--- config.mk ---
export PLATFORM = sky130hd
export DESIGN_NAME = alu_arbiter
export DESIGN_NICKNAME = d
export VERILOG_FILES = /design/src/rtl/alu_arbiter.sv
export SDC_FILE = /design/constraint.sdc
export NUM_CORES = 1
export LEC_CHECK = 0
export BUFFER_PORTS_ARGS = -buffer_cell sky130_fd_sc_hd__buf_2
export CAP_MARGIN = 10
export CORE_MARGIN = 2
export CORE_UTILIZATION = 53
export DETAILED_ROUTE_END_ITERATION = 16
export PLACE_DENSITY = 0.8
export RECOVER_POWER = 100
export SYNTH_ARGS = -nofsm -noshare
export SYNTH_HDL_FRONTEND = slang
export SYNTH_HIERARCHICAL = 1
export SYNTH_SLANG_ARGS = --single-unit
export TNS_END_PERCENT = 20
--- constraint.sdc ---
create_clock -name clk -period 2.6 [get_ports clk]
set_input_delay 0.39 -clock clk [delete_from_list [all_inputs] [get_ports clk]]
set_output_delay 0.39 -clock clk [all_outputs]
set_load 0.01 [all_outputs]
--- src/rtl/alu_arbiter.sv ---
// Shares one 4-bit ALU between two valid/ready requesters.
// Each accepted operation runs for one cycle and its result goes back only to the requester that issued it.

module alu (
  input  logic [3:0] a,
  input  logic [3:0] b,
  input  logic [3:0] op,
  output logic [3:0] result,
  output logic       carry,
  output logic       zero
);

  logic [4:0] wide;

  // For SUB, carry reports a borrow (set when a < b).
  always_comb begin
    wide   = 5'd0;
    result = 4'd0;
    carry  = 1'b0;
    case (op)
      4'b0000: begin
        wide   = {1'b0, a} + {1'b0, b};
        result = wide[3:0];
        carry  = wide[4];
      end
      4'b0001: begin
        wide   = {1'b0, a} - {1'b0, b};
        result = wide[3:0];
        carry  = wide[4];
      end
      4'b0010: result = a & b;
      4'b0011: result = a | b;
      4'b0100: result = ~a;
      4'b1111: result = a;
      default: result = 4'd0;
    endcase
  end

  assign zero = (result == 4'd0);

endmodule

module alu_arbiter #(
  parameter int PRIO_MODE = 0
) (
  input  logic       clk,
  input  logic       rst_n,
  input  logic       req_valid_0,
  input  logic       req_valid_1,
  output logic       req_ready_0,
  output logic       req_ready_1,
  input  logic [3:0] req_a_0,
  input  logic [3:0] req_a_1,
  input  logic [3:0] req_b_0,
  input  logic [3:0] req_b_1,
  input  logic [3:0] req_op_0,
  input  logic [3:0] req_op_1,
  output logic       rsp_valid_0,
  output logic       rsp_valid_1,
  input  logic       rsp_ready_0,
  input  logic       rsp_ready_1,
  output logic [3:0] rsp_result,
  output logic       rsp_carry,
  output logic       rsp_zero,
  output logic       busy,
  output logic [7:0] done_count
);

  typedef enum logic [1:0] {IDLE, EXEC, RESP} state_t;

  state_t     state;
  state_t     next_state;
  logic [3:0] op_a;
  logic [3:0] op_b;
  logic [3:0] op_code;
  logic       owner;
  logic       last_grant;
  logic       grant_0;
  logic       grant_1;
  logic       accept;
  logic       owner_ready;
  logic [3:0] alu_result;
  logic       alu_carry;
  logic       alu_zero;

  alu u_alu (
    .a      (op_a),
    .b      (op_b),
    .op     (op_code),
    .result (alu_result),
    .carry  (alu_carry),
    .zero   (alu_zero)
  );

  // last_grant == 1 means requester 0 wins the next tie.
  always_comb begin
    grant_0 = 1'b0;
    grant_1 = 1'b0;
    if (state == IDLE) begin
      if (PRIO_MODE != 0) begin
        grant_0 = req_valid_0;
        grant_1 = req_valid_1 && !req_valid_0;
      end else if (req_valid_0 && req_valid_1) begin
        grant_0 = last_grant;
        grant_1 = !last_grant;
      end else begin
        grant_0 = req_valid_0;
        grant_1 = req_valid_1;
      end
    end
  end

  assign accept      = grant_0 || grant_1;
  assign owner_ready = owner ? rsp_ready_1 : rsp_ready_0;

  always_ff @(posedge clk or negedge rst_n) begin
    if (!rst_n) state <= IDLE;
    else        state <= next_state;
  end

  always_comb begin
    next_state = state;
    case (state)
      IDLE:    if (accept) next_state = EXEC;
      EXEC:    next_state = RESP;
      RESP:    if (owner_ready) next_state = IDLE;
      default: next_state = IDLE;
    endcase
  end

  always_comb begin
    req_ready_0 = grant_0;
    req_ready_1 = grant_1;
    rsp_valid_0 = (state == RESP) && !owner;
    rsp_valid_1 = (state == RESP) && owner;
    busy        = (state != IDLE);
  end

  always_ff @(posedge clk or negedge rst_n) begin
    if (!rst_n) begin
      op_a       <= 4'd0;
      op_b       <= 4'd0;
      op_code    <= 4'd0;
      owner      <= 1'b0;
      last_grant <= 1'b1;
      rsp_result <= 4'd0;
      rsp_carry  <= 1'b0;
      rsp_zero   <= 1'b0;
      done_count <= 8'd0;
    end else begin
      if (accept) begin
        op_a       <= grant_1 ? req_a_1 : req_a_0;
        op_b       <= grant_1 ? req_b_1 : req_b_0;
        op_code    <= grant_1 ? req_op_1 : req_op_0;
        owner      <= grant_1;
        last_grant <= grant_1;
      end
      if (state == EXEC) begin
        rsp_result <= alu_result;
        rsp_carry  <= alu_carry;
        rsp_zero   <= alu_zero;
      end
      if (state == RESP && owner_ready) begin
        done_count <= done_count + 8'd1;
      end
    end
  end

endmodule

==> run metrics <==
worst skew pair latency=0.34 ns; pwr/cell area=about 1200 mW/mm2; Layout Skew=around 0.008 ns; final core occ=0.647; Die Y=about 64 um; Netlist cell types=48; share of cells above drive strength 1=0.222; initial antenna violation count=0; CP Data Required Time=2.89 ns; CP max FO=7; Hold Startpoint=req_a_0[1]; Die Area=approximately 0.0041 mm2; drt drc=0; metal2 WL=1850 um; top_reg_cell synth=dfrtp_1; unrepaired setup endpoints after global routing=false; TritonRoute pass-1 iters=4; Syn Area/Cell=~11 um2; post-cts sizing count=0; total track usage=0.214; WL met3=about 240 um; Routed WL=between 3000 and 4000 um; Synth async-reset ratio=1.00; post-CTS setup buffers=0; CP Launch Type=flip-flop; FF+latch count, synth=30; failing checks=max-capacitance violations, max-slew violations; Setup CP Type=flip-flop to flip-flop; Slew Limit Fails=31; M1 WL=1810 um; antenna viol nets, final=0; crit end category=flip-flop; worst-margin pin slew=between 1.5 and 2 ns; Seq/Total Area, Yosys=0.391; CP arrival=roughly 2.5 ns; post-DR vias/cell=5.61; Longest Clk Path Bufs=2; final setup TNS=0 ns; GPL Wtd Cong=0.934; outcome=finished, violations left; Max-Cap Viols=1; htree depth=2; EDFF count, synth=0; num ports=roughly 50; R2R Path Start=op_a[1]$_DFFE_PN0P_; Area growth syn-to-layout=15.0%; minimum clock period=around 2.3 ns; slew margin rel.=-0.0385; grt ovf=0; Hold Fails Final Rpt=0; via count=about 1500; nets@finish=274; hold path depth=2; Ant. Diodes=0; chip width=roughly 64 um; Reg-to-Reg End=rsp_zero$_DFFE_PN0N_; WL/cell=around 14 um; Root Driver=clkbuf_4; period utilisation layout=0.867; DR top layer=met4; Setup crit end=rsp_zero$_DFFE_PN0N_; syn_nets=between 200 and 250; min-delay worst type=primary input to flip-flop; detailed placer's ending HPWL=approximately 3000 um; first-pass GRT wire length=6780 um; FF-to-FF setup slack=roughly 0.34 ns; worst ir drop on vdd=around 0.59 mV; CTS tree=built; Leak=~1.0 nW; Clock transition at path regs=roughly 0.10 ns; # hold bufs at CTS=0; Iteration-0 DRC Markers=64; IO Port Bufs=48; reg2reg path depth=8; CP startpoint=op_a[1]$_DFFE_PN0P_; vias in the first global route=between 1000 and 1500; Mapped Area=about 0.0019 mm2; pin count of the biggest net entering global routing=31; CTS Buf Count=5; CTS Sinks=30; Ys Warns=6; row cnt=21; final setup fails=0; fmax=443 MHz; Starting Density=0.563; Syn Inst Count=180; core area=0.00342 mm2
per-layer routing:
layer	up-vias	GRT usage
li1	762	-
met3	4	0.0511
met5	-	0
met1	729	0.271
met4	0	0.0771
met2	53	0.354
worst max-delay path, stage by stage (launching register included):
cell and delay, ns:
dfrtp_1 0.49, inv_1 0.12, ha_1 0.32, a21o_1 0.19, a21oi_1 0.25, xnor2_2 0.08
a211o_1 0.32, nor4_2 0.25, mux2_2 0.18
cell type report:
cell class,instances,area [um2]
inverters,16,60.1
repair buffers,50,226
flip-flops and latches,30,752
clock inverters,2,12.5
well taps,46,57.6
multi-input cells,126,1050
fillers,312,1210
clock buffers,6,51.3
synth_stat cells, types with 2 or more instances:
cell / n / area, um2
nand4_1: 2 / 12.5
a21boi_0: 12 / 90.1
nand2b_1: 5 / 31.3
a21oi_1: 4 / 20.0
nand3b_1: 3 / 22.5
nand3_1: 4 / 20.0
buf_6: 3 / 33.8
ha_1: 13 / 163
nor3_1: 2 / 10.0
inv_1: 16 / 60.1
dfrtp_1: 29 / 726
a211oi_1: 2 / 15.0
o21ai_0: 2 / 10.0
nand2_1: 2 / 7.51
a221o_1: 13 / 130
mux2i_1: 3 / 30.0
o21ai_1: 2 / 10.0
xor2_1: 5 / 43.8
buf_2: 3 / 15.0
a211o_1: 2 / 17.5
mux2_2: 8 / 90.1
and4_1: 2 / 17.5
and3_1: 2 / 12.5
clkbuf_1: 2 / 7.51
xnor2_1: 4 / 35.0
nor4_1: 2 / 12.5
nor2_1: 11 / 41.3
fa_1: 2 / 40.0
where the power goes:
group	switching, W	internal (W)
Combinational	0.000758	0.000704
Clock	0.000174	0.000130
Sequential	0.000285	0.000680
Total	0.00122	0.00151
placed cells by master, fill, tap and decap left out, types with 2 or more instances in the layout:
cell,synthesis,routed
nand4_1,2,2
o21ai_0,2,3
xnor2_1,4,4
a21oi_1,4,5
fa_1,2,2
clkbuf_1,2,21
and3_1,2,2
a21boi_0,12,12
nand3b_1,3,3
nand2_1,2,2
mux2_2,8,7
a211oi_1,2,2
nor3_1,2,2
nor4_1,2,2
dfrtp_1,29,29
inv_1,16,16
nand2b_1,5,5
nand3_1,4,4
and4_1,2,2
mux2i_1,3,3
ha_1,13,13
a211o_1,2,2
buf_2,3,28
xor2_1,5,5
clkbuf_4,0,5
a221o_1,13,13
nor2_1,11,11
state kept, by name (all words and copies together) (netlist names):
name / flops
done_count: 8
last_grant: 1
op_a: 4
op_b: 4
op_code: 4
owner: 1
rsp_carry: 1
rsp_result: 4
rsp_zero: 1
state: 2
worst min path at each step:
stage / to / slack, ns
global route: op_b[3]$_DFFE_PN0P_ / 0.26
floorplan: done_count[0]$_DFFE_PN0P_ / 0.09
finish: op_a[1]$_DFFE_PN0P_ / 0.27
detailed placement: done_count[5]$_DFFE_PN0P_ / 0.46
global placement: done_count[5]$_DFFE_PN0P_ / 0.45
CTS: rsp_result[3]$_DFFE_PN0N_ / 0.08
cell families after synthesis:
group                      Yosys count  share of synthesized area
buffers and inverters               24                     0.0605
muxes                               11                     0.0625
and+or+nand+nor                     42                      0.129
adders and majority gates           15                      0.105
DFF                                 30                      0.391
xor gates and xnor gates            10                     0.0495
AOI/OAI and AO/OA                   48                      0.202
through the flow:
step	total power, W	worst slack (ns)	instance area, um2	hold WS [ns]	cells
final	0.00273	0.345	2210	0.272	276
after global routing	0.00299	0.148	2210	0.258	276
after CTS	0.00279	0.371	2240	0.0811	276
after detailed placement	0.00247	0.384	2180	0.459	268
after global placement	0.00242	0.496	2180	0.449	268
after floorplan	0.00209	0.590	1920	0.0944	180
Power figures use the tool's default switching activity.
